File: config.mk
export PLATFORM = sky130hd
export DESIGN_NAME = mix_columns_engine_flat
export DESIGN_NICKNAME = d
export VERILOG_FILES = /design/src/rtl/mix_columns_if.sv /design/src/rtl/mix_columns_engine.sv /design/src/flat_wrapper.sv
export SDC_FILE = /design/constraint.sdc
export NUM_CORES = 1
export LEC_CHECK = 0
export CAP_MARGIN = 40
export CELL_PAD_IN_SITES_DETAIL_PLACEMENT = 2
export CELL_PAD_IN_SITES_GLOBAL_PLACEMENT = 2
export CORE_UTILIZATION = 25
export CTS_CLUSTER_DIAMETER = 200
export DETAILED_ROUTE_END_ITERATION = 8
export PLACE_DENSITY = 0.81
export SLEW_MARGIN = 0
export SYNTH_ARGS = -nofsm -noshare
export SYNTH_HDL_FRONTEND = slang
export SYNTH_SLANG_ARGS = --single-unit
File: constraint.sdc
create_clock -name clk -period 3.03 [get_ports clk]
set_clock_uncertainty 0.1 [all_clocks]
set_input_delay 0.7575 -clock clk [delete_from_list [all_inputs] [get_ports clk]]
set_output_delay 0.7575 -clock clk [all_outputs]
set_load 0.005 [all_outputs]
File: src/rtl/mix_columns_if.sv
// -----------------------------------------------------------------------------
// mix_columns_if
//   Block-level handshake bundle for the (Inv)MixColumns engine.
//   The input side carries a full state with a mode bit. The output side returns
//   the transformed state. Both sides use valid/ready.
//
//   State layout (in_state / out_state, declared [0:32*NB-1]):
//     column c, byte r occupies bits 32c+8r .. 32c+8r+7, MSB at the lower index.
//
//   Signals
//     in_valid   producer -> engine  block present
//     in_ready   engine -> producer  engine can accept a block
//     in_inv     producer -> engine  1 = InvMixColumns, 0 = MixColumns
//     in_state   producer -> engine  input state
//     out_valid  engine -> consumer  result present
//     out_ready  consumer -> engine  consumer accepts result
//     out_state  engine -> consumer  result state
//
//   Modports: master = producer/consumer side, slave = engine side.
// -----------------------------------------------------------------------------
interface mix_columns_if #(
  parameter int NB = 4
);
  logic             in_valid;
  logic             in_ready;
  logic             in_inv;
  logic [0:32*NB-1] in_state;
  logic             out_valid;
  logic             out_ready;
  logic [0:32*NB-1] out_state;

  modport master (
    output in_valid, in_inv, in_state, out_ready,
    input  in_ready, out_valid, out_state
  );

  modport slave (
    input  in_valid, in_inv, in_state, out_ready,
    output in_ready, out_valid, out_state
  );
endinterface

File: src/rtl/mix_columns_engine.sv
// -----------------------------------------------------------------------------
// mix_columns_engine
//   Iterative (Inv)MixColumns engine for the AES/Rijndael round datapath.
//   A full state (NB columns) is loaded on the input handshake. It is then
//   transformed in place, COLS_PER_CYCLE columns per clock, and presented on
//   the output handshake.
//
//   Parameters
//     NB              number of 32-bit state columns (4, 6 or 8)
//     COLS_PER_CYCLE  columns transformed per clock (must divide NB)
//
//   Ports
//     clk     rising-edge clock
//     rst_n   asynchronous active-low reset; aborts any block in flight
//     mc      mix_columns_if.slave handshake bundle (see mix_columns_if.sv)
//     busy    high while the engine is transforming a block
//
//   Build option
//     MIXCOL_FWD_EN  when defined, the forward MixColumns datapath and the
//                    per-block mode register are compiled in, and in_inv
//                    selects the mode. When undefined, the engine is
//                    inverse-only and in_inv is ignored.
//
//   Latency: handshake at edge k -> out_valid after edge k + NB/COLS_PER_CYCLE.
// -----------------------------------------------------------------------------
module mix_columns_engine #(
  parameter int NB             = 4,
  parameter int COLS_PER_CYCLE = 1
) (
  input  logic         clk,
  input  logic         rst_n,
  mix_columns_if.slave mc,
  output logic         busy
);

  localparam int GROUPS = NB / COLS_PER_CYCLE;
  localparam int IDX_W  = 4;
  localparam logic [IDX_W-1:0] STEP      = IDX_W'(COLS_PER_CYCLE);
  localparam logic [IDX_W-1:0] LAST_BASE = IDX_W'(NB - COLS_PER_CYCLE);

  generate
    if (NB != 4 && NB != 6 && NB != 8) begin : g_bad_nb
      $error("mix_columns_engine: NB must be 4, 6 or 8");
    end
    if (COLS_PER_CYCLE < 1 || COLS_PER_CYCLE > NB || (NB % COLS_PER_CYCLE) != 0) begin : g_bad_cpc
      $error("mix_columns_engine: COLS_PER_CYCLE must divide NB");
    end
  endgenerate

  // ---------------------------------------------------------------------------
  // GF(2^8) helpers, reduction polynomial x^8+x^4+x^3+x+1
  // ---------------------------------------------------------------------------
  function automatic logic [7:0] xtime(input logic [7:0] x);
    return {x[6:0], 1'b0} ^ (x[7] ? 8'h1b : 8'h00);
  endfunction

  function automatic logic [7:0] gf_mul09(input logic [7:0] x);
    return xtime(xtime(xtime(x))) ^ x;
  endfunction

  function automatic logic [7:0] gf_mul0b(input logic [7:0] x);
    return xtime(xtime(xtime(x))) ^ xtime(x) ^ x;
  endfunction

  function automatic logic [7:0] gf_mul0d(input logic [7:0] x);
    return xtime(xtime(xtime(x))) ^ xtime(xtime(x)) ^ x;
  endfunction

  function automatic logic [7:0] gf_mul0e(input logic [7:0] x);
    return xtime(xtime(xtime(x))) ^ xtime(xtime(x)) ^ xtime(x);
  endfunction

  // A column is packed with byte 0 in [31:24], matching the state layout
  // where the lowest state index of a column is byte 0's MSB.
  function automatic logic [31:0] inv_mix(input logic [31:0] col);
    logic [7:0] b0, b1, b2, b3;
    logic [7:0] r0, r1, r2, r3;
    b0 = col[31:24];
    b1 = col[23:16];
    b2 = col[15:8];
    b3 = col[7:0];
    r0 = gf_mul0e(b0) ^ gf_mul0b(b1) ^ gf_mul0d(b2) ^ gf_mul09(b3);
    r1 = gf_mul0e(b1) ^ gf_mul0b(b2) ^ gf_mul0d(b3) ^ gf_mul09(b0);
    r2 = gf_mul0e(b2) ^ gf_mul0b(b3) ^ gf_mul0d(b0) ^ gf_mul09(b1);
    r3 = gf_mul0e(b3) ^ gf_mul0b(b0) ^ gf_mul0d(b1) ^ gf_mul09(b2);
    return {r0, r1, r2, r3};
  endfunction

`ifdef MIXCOL_FWD_EN
  function automatic logic [7:0] gf_mul03(input logic [7:0] x);
    return xtime(x) ^ x;
  endfunction

  function automatic logic [31:0] fwd_mix(input logic [31:0] col);
    logic [7:0] b0, b1, b2, b3;
    logic [7:0] r0, r1, r2, r3;
    b0 = col[31:24];
    b1 = col[23:16];
    b2 = col[15:8];
    b3 = col[7:0];
    r0 = xtime(b0) ^ gf_mul03(b1) ^ b2 ^ b3;
    r1 = xtime(b1) ^ gf_mul03(b2) ^ b3 ^ b0;
    r2 = xtime(b2) ^ gf_mul03(b3) ^ b0 ^ b1;
    r3 = xtime(b3) ^ gf_mul03(b0) ^ b1 ^ b2;
    return {r0, r1, r2, r3};
  endfunction
`endif

  // ---------------------------------------------------------------------------
  // Control: FSM, column counter, handshake
  // ---------------------------------------------------------------------------
  typedef enum logic [1:0] {
    IDLE = 2'd0,
    BUSY = 2'd1,
    DONE = 2'd2
  } state_t;

  state_t           state_q, state_d;
  logic [IDX_W-1:0] col_idx_q;
  logic             load;
  logic             last_grp;

  assign mc.in_ready = (state_q == IDLE) || (state_q == DONE && mc.out_ready);
  assign load        = mc.in_valid && mc.in_ready;
  assign last_grp    = (col_idx_q == LAST_BASE);
  assign busy        = (state_q == BUSY);
  assign mc.out_valid = (state_q == DONE);

  always_ff @(posedge clk or negedge rst_n) begin
    if (!rst_n) begin
      state_q <= IDLE;
    end else begin
      state_q <= state_d;
    end
  end

  always_comb begin
    state_d = state_q;
    unique case (state_q)
      IDLE: if (load) state_d = BUSY;
      BUSY: if (last_grp) state_d = DONE;
      DONE: begin
        if (mc.out_ready) state_d = mc.in_valid ? BUSY : IDLE;
      end
      default: state_d = IDLE;
    endcase
  end

  always_ff @(posedge clk or negedge rst_n) begin
    if (!rst_n) begin
      col_idx_q <= '0;
    end else if (load) begin
      col_idx_q <= '0;
    end else if (state_q == BUSY) begin
      col_idx_q <= col_idx_q + STEP;
    end
  end

`ifdef MIXCOL_FWD_EN
  // Mode is captured once per block so in_inv toggling mid-block is harmless.
  logic mode_q;

  always_ff @(posedge clk or negedge rst_n) begin
    if (!rst_n) begin
      mode_q <= 1'b0;
    end else if (load) begin
      mode_q <= mc.in_inv;
    end
  end
`else
  logic unused_in_inv;
  assign unused_in_inv = mc.in_inv;
`endif

  // ---------------------------------------------------------------------------
  // Datapath: select the active column group, transform, write back in place
  // ---------------------------------------------------------------------------
  logic [31:0] work_q  [NB];
  logic [31:0] grp_out [COLS_PER_CYCLE];

  for (genvar g = 0; g < COLS_PER_CYCLE; g++) begin : g_grp
    // One-hot AND-OR mux over the column groups, since col_idx only ever
    // holds a multiple of COLS_PER_CYCLE.
    logic [31:0] acc [GROUPS+1];
    assign acc[0] = '0;
    for (genvar k = 0; k < GROUPS; k++) begin : g_sel
      localparam logic [IDX_W-1:0] BASE = IDX_W'(k * COLS_PER_CYCLE);
      assign acc[k+1] = acc[k] | ({32{col_idx_q == BASE}} & work_q[k*COLS_PER_CYCLE + g]);
    end

`ifdef MIXCOL_FWD_EN
    assign grp_out[g] = mode_q ? inv_mix(acc[GROUPS]) : fwd_mix(acc[GROUPS]);
`else
    assign grp_out[g] = inv_mix(acc[GROUPS]);
`endif
  end

  for (genvar c = 0; c < NB; c++) begin : g_col
    localparam int GI = c % COLS_PER_CYCLE;
    localparam logic [IDX_W-1:0] CBASE = IDX_W'((c / COLS_PER_CYCLE) * COLS_PER_CYCLE);

    always_ff @(posedge clk or negedge rst_n) begin
      if (!rst_n) begin
        work_q[c] <= '0;
      end else if (load) begin
        work_q[c] <= mc.in_state[32*c +: 32];
      end else if (state_q == BUSY && col_idx_q == CBASE) begin
        work_q[c] <= grp_out[GI];
      end
    end

    // Gated so a partially transformed state is never visible downstream.
    assign mc.out_state[32*c +: 32] = (state_q == DONE) ? work_q[c] : 32'h0;
  end

endmodule

File: src/flat_wrapper.sv
// flat-port wrapper written by rule: the top's interface ports become plain ports
module mix_columns_engine_flat 
#(
  parameter int NB             = 4,
  parameter int COLS_PER_CYCLE = 1
)
  (clk, rst_n, busy, mc_in_valid, mc_in_inv, mc_in_state, mc_out_ready, mc_in_ready, mc_out_valid, mc_out_state);
  mix_columns_if #(.NB(NB)) mc_i ();
  input  logic clk;
  input  logic rst_n;
  output logic busy;
  input wire logic [$bits(mc_i.in_valid)-1:0] mc_in_valid;
  input wire logic [$bits(mc_i.in_inv)-1:0] mc_in_inv;
  input wire logic [$bits(mc_i.in_state)-1:0] mc_in_state;
  input wire logic [$bits(mc_i.out_ready)-1:0] mc_out_ready;
  output wire logic [$bits(mc_i.in_ready)-1:0] mc_in_ready;
  output wire logic [$bits(mc_i.out_valid)-1:0] mc_out_valid;
  output wire logic [$bits(mc_i.out_state)-1:0] mc_out_state;
  assign mc_i.in_valid = mc_in_valid;
  assign mc_i.in_inv = mc_in_inv;
  assign mc_i.in_state = mc_in_state;
  assign mc_i.out_ready = mc_out_ready;
  assign mc_in_ready = mc_i.in_ready;
  assign mc_out_valid = mc_i.out_valid;
  assign mc_out_state = mc_i.out_state;
  mix_columns_engine #(.NB(NB), .COLS_PER_CYCLE(COLS_PER_CYCLE)) u_core (.clk(clk), .rst_n(rst_n), .mc(mc_i), .busy(busy));
endmodule
==> key figures <==
Layout
  – Reg area: 3360 um^2
  – Ratio of cells with drive above 1 in the final layout: 42.9%
  – Area grow syn2layout: 97.2%
  – Fill count: 3,752
  – Multi-input combinational cell area: 8340 um^2
  – Final nets: 1,709

Worst setup path
  – Register-to-Register Path Depth: 13
  – Most used cell, CP: xnor2_4
  – CP endpoint kind: flop
  – Crit Path Max Fanout: 7
  – CP Launch Type: flop
  – Setup CP Type: reg -> reg
  – FF-to-FF End: u_core.work_q[116]
  – Crit path cell chain: inv_4 -> ha_4 -> buf_6 -> buf_4 -> a22oi_1 -> nand2_2 -> xnor2_4 -> xnor2_2 -> mux2i_4 -> xnor3_2 -> xnor2_4 -> a211oi_1 -> a21o_1
  – Slowest-stage cell, CP: dfrtp_2
  – Arr. time, crit path: 4.14 ns
  – Slowest cell delay on critical path: 0.51 ns
  – Reg-to-Reg Start: u_core.col_idx_q[0]
  – Worst R2R Setup Slack: -0.80 ns
  – Crit path required time: 3.34 ns

Synth
  – Synth top area share: 35.1%
  – Syn_nets: 1,218
  – Synthesis Warnings: 0
  – Cells after synthesis: 1,081
  – Synth cell types: 44
  – Largest area contributor in the synthesized netlist: dfrtp_1
  – Synth Flop Type: dfrtp_1
  – Synthesized area: 9560 um^2
  – Syn avg cell area: 8.85 um^2
  – Seq/Total Area, Yosys: 35.1%
  – Post-synth EDFFs: 0
  – Area contributors post-synth: dfrtp_1, xnor2_1, a22oi_1, and2_1, o21ai_0
  – Async SR Flop Fraction: 100%
  – Synthesized flop and latch total: 134

STA
  – Headroom to the max-slew limit: 54.9%
  – Final min period: 3.83 ns
  – Max Clk Rate: 261 MHz
  – Slew Viols, Final: 0
  – Min setup slack post-route: -0.801 ns
  – Final Hold Fails: 0
  – Unrepaired setup endpoints after global routing: true
  – Fin crit share: 126%
  – Setup-failing EPs final: 202
  – Worst Tran Pin Value: 0.676 ns

Place
  – GPL Wtd Cong: 0.930
  – Hpwl dp: 37,600 um
  – Port bufs: 262
  – DP Worst Slack: -0.705 ns

Floorplan
  – Ports: 264
  – Initial Utilization: 25.4%
  – Chip height: 198 um
  – # rows: 71
  – Chip Width: 198 um
  – Core ar.: 37,700 um^2
  – Die area: 39,000 um^2

Detailed routing
  – Routed vias/inst: 5.76
  – Detailed Routing Iterations Pass 1: 7
  – DRC viols: 0
  – Antenna viol nets, final: 0
  – Vias: 12.1k
  – WL final: 77,000 um
  – WL/cell: 36.7 um
  – Iter 0 DRT Violations: 1,060

CTS
  – Worst skew pair latency: 0.48 ns
  – CTS Root Cell: clkbuf_16
  – CTS tree: yes
  – # clock sinks: 134
  – H-tree levels: 4
  – Clock transition at path regs: 0.08 ns
  – CTS Buffer Depth: 2
  – CTS buffer count: 17

Global route
  – Global-route wire length before repair: 90,500 um
  – Total gr overflow: 0
  – All-layer global routing usage: 32.3%
  – Initial antenna violation count: 7
  – Vias in the first global route: 12.7k
  – Largest net degree at the start of global routing: 56

Run
  – MaxCap Viol Count: 0

Outcome
  – Status: finished with violations
  – Failing checks: negative setup slack

Min path
  – Worst hold path type: in -> async
[layout by cell type, fill, tap and decap left out, types with 31 or more instances in the layout]
cell type	count
clkdlybuf4s50_1	204
buf_4	171
dfrtp_1	131
and2_1	121
a22oi_1	91
buf_6	75
nand2_1	68
dlymetal6s2s_1	57
xnor2_2	48
o21ai_2	47
xnor2_4	41
xnor2_1	40
o21ai_1	38
nor2_1	37
a22oi_2	35
nand2_2	31
[cell families (layout without fill, tap and decap cells)]
group	after synthesis	in the layout	share of synthesized area, %
other	0	4	0
XOR/XNOR	191	191	20.5
AND/OR/NAND/NOR	320	320	16.4
adder cells (fa/ha/maj)	4	4	0.523
multiplexers	4	4	0.458
AO/OA/AOI/OAI	341	341	23.3
buffers and inverters	87	591	3.73
flip-flops	134	134	35.1
[what timing repair did]
item / in CTS / in global routing
setup endpoints to repair: 140 / 229
cloned: 3 / 16
gates resized for setup: 276 / 361
pin swaps: 125 / 147
buffers inserted: 48 / 52
hold buffers: 0 / 0
[cells in the mapped netlist, types with 3 or more instances]
cell type / instances
o21a_1: 12
nor2_1: 63
and3_1: 4
ha_1: 4
xnor3_1: 11
a22o_1: 11
nand2_1: 108
a31oi_1: 6
o21ai_0: 100
a21oi_1: 44
o21ai_1: 4
mux2i_1: 3
xnor2_1: 121
and2_1: 131
inv_1: 3
nand3_1: 6
xnor2_2: 6
dfrtp_1: 134
a21o_1: 11
buf_1: 4
a221oi_2: 3
clkbuf_1: 63
a211oi_1: 5
buf_2: 15
a22oi_1: 126
o211ai_1: 13
xor2_1: 47
[worst max-delay path: cells and delay by family (launching register included)]
kind | cells | cell delay (ns)
compound gates | 3 | 0.72
xor+xnor | 4 | 1.20
fa+ha+maj | 1 | 0.26
buf+inv | 3 | 0.40
flops | 1 | 0.51
mux | 1 | 0.39
simple gates | 1 | 0.17
[layer usage]
layer	GRT usage, %	vias to the layer above	routed length (um)
met5	0	-	33
li1	-	4714	-
met1	36.6	6166	27000
met3	6.04	345	5270
met2	56.4	866	38100
met4	18.7	4	6640
[stage by stage]
stage | std cells | hold WS (ns) | area (um^2) | setup TNS, ns | utilization, %
4_1_cts | 2036 | 0.137 | 16600 | -34.13 | 44.0
6_report | 2100 | 0.128 | 18900 | -84.56 | 50.1
2_1_floorplan | 1081 | 0.362 | 9740 | -0.263 | -
5_1_grt | 2100 | 0.143 | 18900 | -87.04 | 50.1
3_3_place_gp | 1958 | 0.407 | 14200 | -35.89 | 37.7
3_5_place_dp | 1958 | 0.412 | 14200 | -57.90 | 37.7
[worst max-delay path by stage]
stage,slack (ns),cells past startpoint,from,endpoint
4_1_cts,-0.44,13,u_core.col_idx_q[1],u_core.work_q[84]
5_1_grt,-0.79,13,u_core.col_idx_q[0],u_core.work_q[116]
3_3_place_gp,-0.52,14,u_core.col_idx_q[1],u_core.work_q[91]
6_report,-0.80,13,u_core.col_idx_q[0],u_core.work_q[116]
3_5_place_dp,-0.71,14,u_core.col_idx_q[1],u_core.work_q[91]
2_1_floorplan,-0.05,12,u_core.col_idx_q[0],u_core.work_q[13]
[sequential cells by signal, summed over array words and instances, names as in the netlist]
register and count:
u_core.work_q 128, u_core.col_idx_q 4, u_core.state_q 2
[area by class of cell]
| class | instances | share of cell area (%) |
|---|---|---|
| inverter | 3 | 0.0862 |
| antenna | 4 | 0.0531 |
| multi-input combinational | 860 | 44.2 |
| clock inverter | 15 | 0.809 |
| tap | 511 | 3.39 |
| clock buffer | 17 | 2.26 |
| timing repair buffer | 556 | 31.4 |
| sequential | 134 | 17.8 |
Power is not shown: default switching activity piles up to over one toggle a cycle in this logic, so the estimate is an artifact.
